$ cat src/rtl/lupdate_pkg.sv
// Shared constants and beat bundle for the beacon-update filter.
// Tags, PTP match fields, beat indices and FSM encodings live here.
package lupdate_pkg;

  localparam logic [1:0] TAG_HEAD = 2'b01;
  localparam logic [1:0] TAG_MID  = 2'b11;
  localparam logic [1:0] TAG_TAIL = 2'b10;

  localparam logic [15:0] PTP_ETYPE  = 16'h88f7;
  localparam logic [3:0]  SUB_REPORT = 4'he;
  localparam logic [3:0]  SUB_UPDATE = 4'hf;

  localparam logic [3:0] BEAT_CLASS = 4'd2;
  localparam logic [3:0] BEAT_PARAM = 4'd6;

  localparam logic [1:0] ST_IDLE = 2'd0;
  localparam logic [1:0] ST_HOLD = 2'd1;
  localparam logic [1:0] ST_PASS = 2'd2;
  localparam logic [1:0] ST_DROP = 2'd3;

  typedef struct packed {
    logic         wr;
    logic         valid;
    logic         valid_wr;
    logic         drop;
    logic [133:0] data;
  } beat_t;

endpackage

$ cat src/rtl/lupdate_delay_line.sv
// Three-stage tagged shift register; mark retro-drops the two
// beats already in flight when a packet is classified as an update.
module lupdate_delay_line
  import lupdate_pkg::*;
(
  input  logic  clk,
  input  logic  rst_n,
  input  beat_t in_beat,
  input  logic  mark,
  output beat_t out_beat
);

  beat_t st0, st1, st2;

  always_ff @(posedge clk or negedge rst_n) begin
    if (!rst_n) begin
      st0 <= '0;
      st1 <= '0;
      st2 <= '0;
    end else begin
      st0      <= in_beat;
      st1      <= st0;
      st1.drop <= st0.drop | mark;
      st2      <= st1;
      st2.drop <= st1.drop | mark;
    end
  end

  assign out_beat = st2;

endmodule

$ cat src/rtl/lupdate.sv
// Beacon-update filter: swallows PTP update packets addressed to us
// and commits their parameters; all other traffic is delayed 3 cycles.
module lupdate
  import lupdate_pkg::*;
#(
  parameter logic [7:0] LMID = 8'd12
) (
  input  logic         clk,
  input  logic         rst_n,
  input  logic         in_lu_data_wr,
  input  logic [133:0] in_lu_data,
  input  logic         in_lu_data_valid,
  input  logic         in_lu_data_valid_wr,
  input  logic [47:0]  in_local_mac_id,
  output logic         out_lu_data_wr,
  output logic [133:0] out_lu_data,
  output logic         out_lu_data_valid,
  output logic         out_lu_data_valid_wr,
  output logic         direction,
  output logic [31:0]  token_bucket_para,
  output logic [47:0]  direct_mac_addr,
  output logic         beacon_update_master,
  output logic [15:0]  update_pkt_cnt,
  output logic [15:0]  update_err_cnt
);

  // module ID is carried for metadata routing only
  if (LMID == 8'd0) begin : g_no_lmid
  end

  logic [1:0]   state, state_nx;
  logic [3:0]   cnt;
  logic [47:0]  sh_mac;
  logic         sh_dir;
  logic [31:0]  sh_tb;

  logic [1:0]   tag;
  logic [127:0] pl;
  logic         is_head, is_tail, live, body;
  logic [3:0]   idx;
  logic         match, classify, hit;
  logic         upd_end, commit, err_ev, cap;
  beat_t        dl_in, dl_out;

  assign tag     = in_lu_data[133:132];
  assign pl      = in_lu_data[127:0];
  assign is_head = in_lu_data_wr & (tag == TAG_HEAD);
  assign is_tail = in_lu_data_wr & (tag == TAG_TAIL);
  assign live    = is_head | (state != ST_IDLE);
  assign body    = in_lu_data_wr & ~is_head & (state != ST_IDLE);
  assign idx     = is_head ? 4'd0 : cnt;

  assign match = (pl[127:80] == in_local_mac_id)
               & (pl[31:16] == PTP_ETYPE)
               & (pl[11:8] == SUB_UPDATE);

  assign classify = body & (state == ST_HOLD) & (idx == BEAT_CLASS);
  assign hit      = classify & match;

  assign upd_end = is_tail & ((state == ST_DROP) | hit);
  assign commit  = upd_end & (idx >= BEAT_PARAM);
  assign err_ev  = (upd_end & (idx < BEAT_PARAM))
                 | (is_head & (state == ST_DROP));
  assign cap     = body & (state == ST_DROP) & (idx == BEAT_PARAM);

  always_comb begin
    dl_in          = '0;
    dl_in.wr       = in_lu_data_wr & live;
    dl_in.data     = (in_lu_data_wr & live) ? in_lu_data : '0;
    dl_in.valid    = live & in_lu_data_valid_wr & in_lu_data_valid;
    dl_in.valid_wr = live & in_lu_data_valid_wr;
    dl_in.drop     = hit | ((state == ST_DROP) & ~is_head);
  end

  lupdate_delay_line u_dl (
    .clk      (clk),
    .rst_n    (rst_n),
    .in_beat  (dl_in),
    .mark     (hit),
    .out_beat (dl_out)
  );

  assign out_lu_data_wr       = dl_out.wr & ~dl_out.drop;
  assign out_lu_data          = dl_out.drop ? '0 : dl_out.data;
  assign out_lu_data_valid    = dl_out.valid & ~dl_out.drop;
  assign out_lu_data_valid_wr = dl_out.valid_wr & ~dl_out.drop;

  always_comb begin
    state_nx = state;
    case (state)
      ST_IDLE: if (is_head) state_nx = ST_HOLD;
      ST_HOLD: begin
        if (is_head)       state_nx = ST_HOLD;
        else if (is_tail)  state_nx = ST_IDLE;
        else if (classify) state_nx = match ? ST_DROP : ST_PASS;
      end
      default: begin
        if (is_head)      state_nx = ST_HOLD;
        else if (is_tail) state_nx = ST_IDLE;
      end
    endcase
  end

  always_ff @(posedge clk or negedge rst_n) begin
    if (!rst_n) begin
      state <= ST_IDLE;
      cnt   <= 4'd0;
    end else begin
      state <= state_nx;
      if (is_head)
        cnt <= 4'd1;
      else if (body && cnt != 4'd15)
        cnt <= cnt + 4'd1;
    end
  end

  always_ff @(posedge clk or negedge rst_n) begin
    if (!rst_n) begin
      sh_mac <= '0;
      sh_dir <= 1'b0;
      sh_tb  <= '0;
    end else if (cap) begin
      sh_mac <= pl[127:80];
      sh_dir <= pl[79];
      sh_tb  <= pl[63:32];
    end
  end

  // a tail on beat 6 commits straight from the incoming payload
  always_ff @(posedge clk or negedge rst_n) begin
    if (!rst_n) begin
      direct_mac_addr      <= '0;
      direction            <= 1'b0;
      token_bucket_para    <= '0;
      beacon_update_master <= 1'b0;
      update_pkt_cnt       <= '0;
      update_err_cnt       <= '0;
    end else begin
      if (commit) begin
        direct_mac_addr      <= cap ? pl[127:80] : sh_mac;
        direction            <= cap ? pl[79] : sh_dir;
        token_bucket_para    <= cap ? pl[63:32] : sh_tb;
        beacon_update_master <= ~beacon_update_master;
        update_pkt_cnt       <= update_pkt_cnt + 16'd1;
      end
      if (err_ev)
        update_err_cnt <= update_err_cnt + 16'd1;
    end
  end

endmodule
$ cat config.mk
export PLATFORM = sky130hd
export DESIGN_NAME = lupdate
export DESIGN_NICKNAME = d
export VERILOG_FILES = /design/src/rtl/lupdate_pkg.sv /design/src/rtl/lupdate_delay_line.sv /design/src/rtl/lupdate.sv
export SDC_FILE = /design/constraint.sdc
export NUM_CORES = 1
export LEC_CHECK = 0
export ABC_AREA = 1
export CORE_UTILIZATION = 48
export CTS_BUF_LIST = sky130_fd_sc_hd__clkbuf_2
export DETAILED_ROUTE_END_ITERATION = 8
export HOLD_SLACK_MARGIN = 0.08
export PLACE_DENSITY = 0.78
export SLEW_MARGIN = 20
export SYNTH_ARGS = -nofsm -noshare
export SYNTH_HDL_FRONTEND = slang
export SYNTH_SLANG_ARGS = --single-unit
$ cat constraint.sdc
create_clock -name clk -period 1.9 [get_ports clk]
set_input_delay 0.285 -clock clk [delete_from_list [all_inputs] [get_ports clk]]
set_output_delay 0.285 -clock clk [all_outputs]
set_load 0.05 [all_outputs]
==> flow_metrics.py <==
metrics = {
    "synth": {
        "syn_area_sq_um": 21580,
        "ys_types": 28,
        "synthMuxAreaShare_pct": 0,
        "yosysWarningCount": 0,
        "yosys.cell_count.top_type": "dfrtp_1",
        "avgSynthCellArea_sq_um": 10.23,
        "synthTopCellsByCount": "dfrtp_1 (615), nand2_1 (548), inv_1 (328), nor2_1 (321), o21ai_0 (90)",
        "synth_area_leaders": "dfrtp_1 (71%), nand2_1 (9.5%), inv_1 (5.7%)",
        "syn_nets": 2299,
        "ys.flop_type": "dfrtp_1",
        "synth_compound_area_share_pct": 2.261,
        "synth_cells": 2109,
        "synth_top_cell_by_area": "dfrtp_1",
        "synth_top_family_by_area": "simple AND/OR/NAND/NOR gates",
        "synth-simple-area-share_pct": 16.90,
        "ys_seq_elements": 615,
        "synth-seq-area-share_pct": 71.30,
        "yosysTopAreaCellShare_pct": 71.30,
        "synth_adder_area_share_pct": 0.1739,
        "synth-edff-count": 0,
        "synthXorXnorAreaFrac_pct": 1.826,
        "async_reset_ff_share_pct": 100.0,
    },
    "critical_path": {
        "cp_max_fo": 23,
        "path_class": "reg -> out",
        "worstPathArrival_ns": 2.48,
        "path_delay_family": "flip-flops",
        "slowest_stage": "dfrtp_4",
        "cp_data_required_time_ns": 1.62,
        "cp_cell_sequence": "clkbuf_16 -> nor2_4 -> buf_6",
        "slowest_delay_ns": 0.58,
        "critPathLaunchType": "flop",
        "crit_buf_inv": 2,
        "cp-end-kind": "output port",
    },
    "global_route": {
        "antenna_found_initial": 4,
        "grt_pass1_vias": 19792,
        "grt_util_all_layers_pct": 29.68,
        "grt_pass1_wl_mm": 104.4,
        "grt.overflow.total": 0,
        "grt_max_degree": 103,
    },
    "die": {
        "die-area_sq_um": 45820,
        "coreArea_sq_um": 44320,
        "start_util_pct": 48.70,
        "die_w_microns": 214.1,
        "num_rows": 77,
        "dieHeight_microns": 214.1,
        "pin_count": 438,
    },
    "route": {
        "drt_iter0_markers": 1259,
        "antenna_left": 0,
        "drc": 0,
        "drt-total-wl_mm": 69.87,
        "firstDrtPassIters": 6,
        "via_per_inst": 4.894,
        "via_count": 18341,
        "wl_per_cell_microns": 18.64,
    },
    "power_and_ir_drop": {
        "p_per_area_nw_per_um2": 734.4,
        "p_leak_nw": 17.74,
        "ir_worst_vdd_v": 0.0004549,
    },
    "timing": {
        "setup_viol": 371,
        "period_needed_ns": 2.768,
        "max_slew_margin_pct": 46.04,
        "slew_violations": 0,
        "finalCritPeriodShare_pct": 145.7,
        "skew_ns": 0.09033,
        "hold_violations": 0,
        "postLayoutSetupSlackWorst_ns": -0.8680,
        "max_freq_mhz": 361.3,
        "worst_slew_pin_slew_ns": 0.8026,
        "rsz0062_at_grt": "yes",
    },
    "clock_tree": {
        "clkTransAtPathRegs_ns": 0.13,
        "cts.sinks": 615,
        "clock_path_buffers": 3,
        "worst_skew_pair.late_latency_ns": 1.28,
        "cts_tree": "done",
        "cts-root-buf": "clkbuf_2",
        "cts_buffers": 148,
        "htreeDepth": 4,
    },
    "cells_and_area": {
        "fin_area_sq_um": 33420,
        "drive_gt1_share_pct": 24.60,
        "sequential_cell_area_sq_um": 15410,
        "post-route-util_pct": 75.41,
        "fin_nets": 3242,
        "areaGrowthSynthToFinish_pct": 54.84,
        "multi_input_area_sq_um": 4990,
        "nFillCells": 2601,
    },
    "place": {
        "placed_area_sq_um": 28400,
        "place_congestion": 0.8939,
        "port_buffers": 437,
        "hpwlAfterDp_mm": 37.69,
    },
    "status": {
        "violations": "negative setup slack",
        "outcome": "finished with violations",
    },
    "hold_path": {
        "hold_class": "reg -> reg",
    },
    "job": {
        "cap_violations": 0,
    },
}
worst register-to-register path, delay by kind of cell (launching register included):
kind | cells | cell delay (ns)
buf+inv | 3 | 0.39
flops | 1 | 0.40
simple gates | 7 | 0.87
compound gates | 2 | 0.23
placed cells by master, fill, tap and decap left out, drive strengths merged:
| cell | count |
|---|---|
| dfrtp | 615 |
| or2 | 1 |
| clkinv | 40 |
| bufinv | 3 |
| inv | 344 |
| and2 | 2 |
| o21ai | 90 |
| xor2 | 26 |
| nand3 | 43 |
| and3 | 1 |
| nand3b | 1 |
| buf | 401 |
| clkdlybuf4s50 | 185 |
| ha | 3 |
| a211oi | 1 |
| dlygate4sd3 | 276 |
| a41oi | 1 |
| nor2 | 321 |
| diode | 5 |
| nor3 | 15 |
| a21oi | 2 |
| nand4 | 5 |
| nor4 | 2 |
| o31ai | 1 |
| xnor2 | 19 |
| nand2 | 549 |
| clkinvlp | 1 |
| clkbuf | 203 |
where the power goes:
group          total [mW]  internal, mW  switching, mW
Clock                8.61          3.27           5.34
Sequential           13.4          13.3         0.0925
Combinational        2.52          1.25           1.27
Total                24.5          17.8           6.70
registers in the layout, indices dropped and copies added, names as in the netlist, 16 cells and up:
name	count
update_err_cnt	16
u_dl.st1	138
u_dl.out_beat	138
token_bucket_para	32
sh_tb	32
update_pkt_cnt	16
u_dl.st0	138
sh_mac	48
direct_mac_addr	48
routing by layer:
layer | vias to the layer above | wire, microns | track usage [%] | part of all wire [%]
met5 | - | 0 | 0 | 0
met3 | 331 | 4872 | 7.972 | 7.0
met1 | 8899 | 24500 | 32.22 | 35
met2 | 964 | 35650 | 50.50 | 51
met4 | 0 | 4842 | 20.95 | 6.9
li1 | 8147 | - | - | -
stage by stage:
stage	TNS, ns	cells	hold slack (ns)	power (mW)	worst slack (ns)
floorplan	0	2109	-0.01059	14.27	0.08010
global placement	-86.50	3188	0.2509	15.57	-0.7944
detailed placement	-106.08	3188	0.2511	15.63	-0.9820
CTS	-220.21	3740	0.08257	24.40	-1.001
global route	-247.61	3747	0.1549	25.67	-1.018
finish	-199.35	3748	0.2909	24.54	-0.8680
layout make-up:
type,count,area share (%)
tap,592,2.216
inverter,340,3.823
sequential,615,46.11
timing repair buffer,864,29.04
clock buffer,201,3.010
multi-input combinational,1083,14.93
antenna,5,0.03744
clock inverter,48,0.8311
final timing paths:
path | cells past startpoint | endpoint | start | slack, ns
worst max-delay path | 3 | out_lu_data[34] | u_dl.out_beat[134]$_DFF_PN0_ | -0.87
worst min-delay path | 0 | u_dl.out_beat[43]$_DFF_PN0_ | u_dl.st1[43]$_DFF_PN0_ | 0.29
worst max register to register | 12 | update_pkt_cnt[13]$_DFFE_PN0P_ | state[1]$_DFFE_PN0P_ | -0.12
worst min register to register | 0 | u_dl.out_beat[43]$_DFF_PN0_ | u_dl.st1[43]$_DFF_PN0_ | 0.29
max in group asynchronous | 6 | sh_mac[39]$_DFF_PN0_ | rst_n | 0.40
min in group asynchronous | 5 | u_dl.st1[48]$_DFF_PN0_ | rst_n | 0.68
cell families after synthesis:
| kind of cell | after synthesis |
|---|---|
| fa+ha+maj | 3 |
| xor+xnor | 45 |
| buf+inv | 411 |
| simple gates | 940 |
| compound gates | 95 |
| flops | 615 |
what timing repair did:
item                       in CTS  in global routing
hold buffers                  277                  0
gates cloned                    0                  3
setup buffers                  26                  0
setup endpoints to repair     365                411
hold endpoints to repair      926                  0
gates resized for setup       558                138
Power figures use the tool's default switching activity.
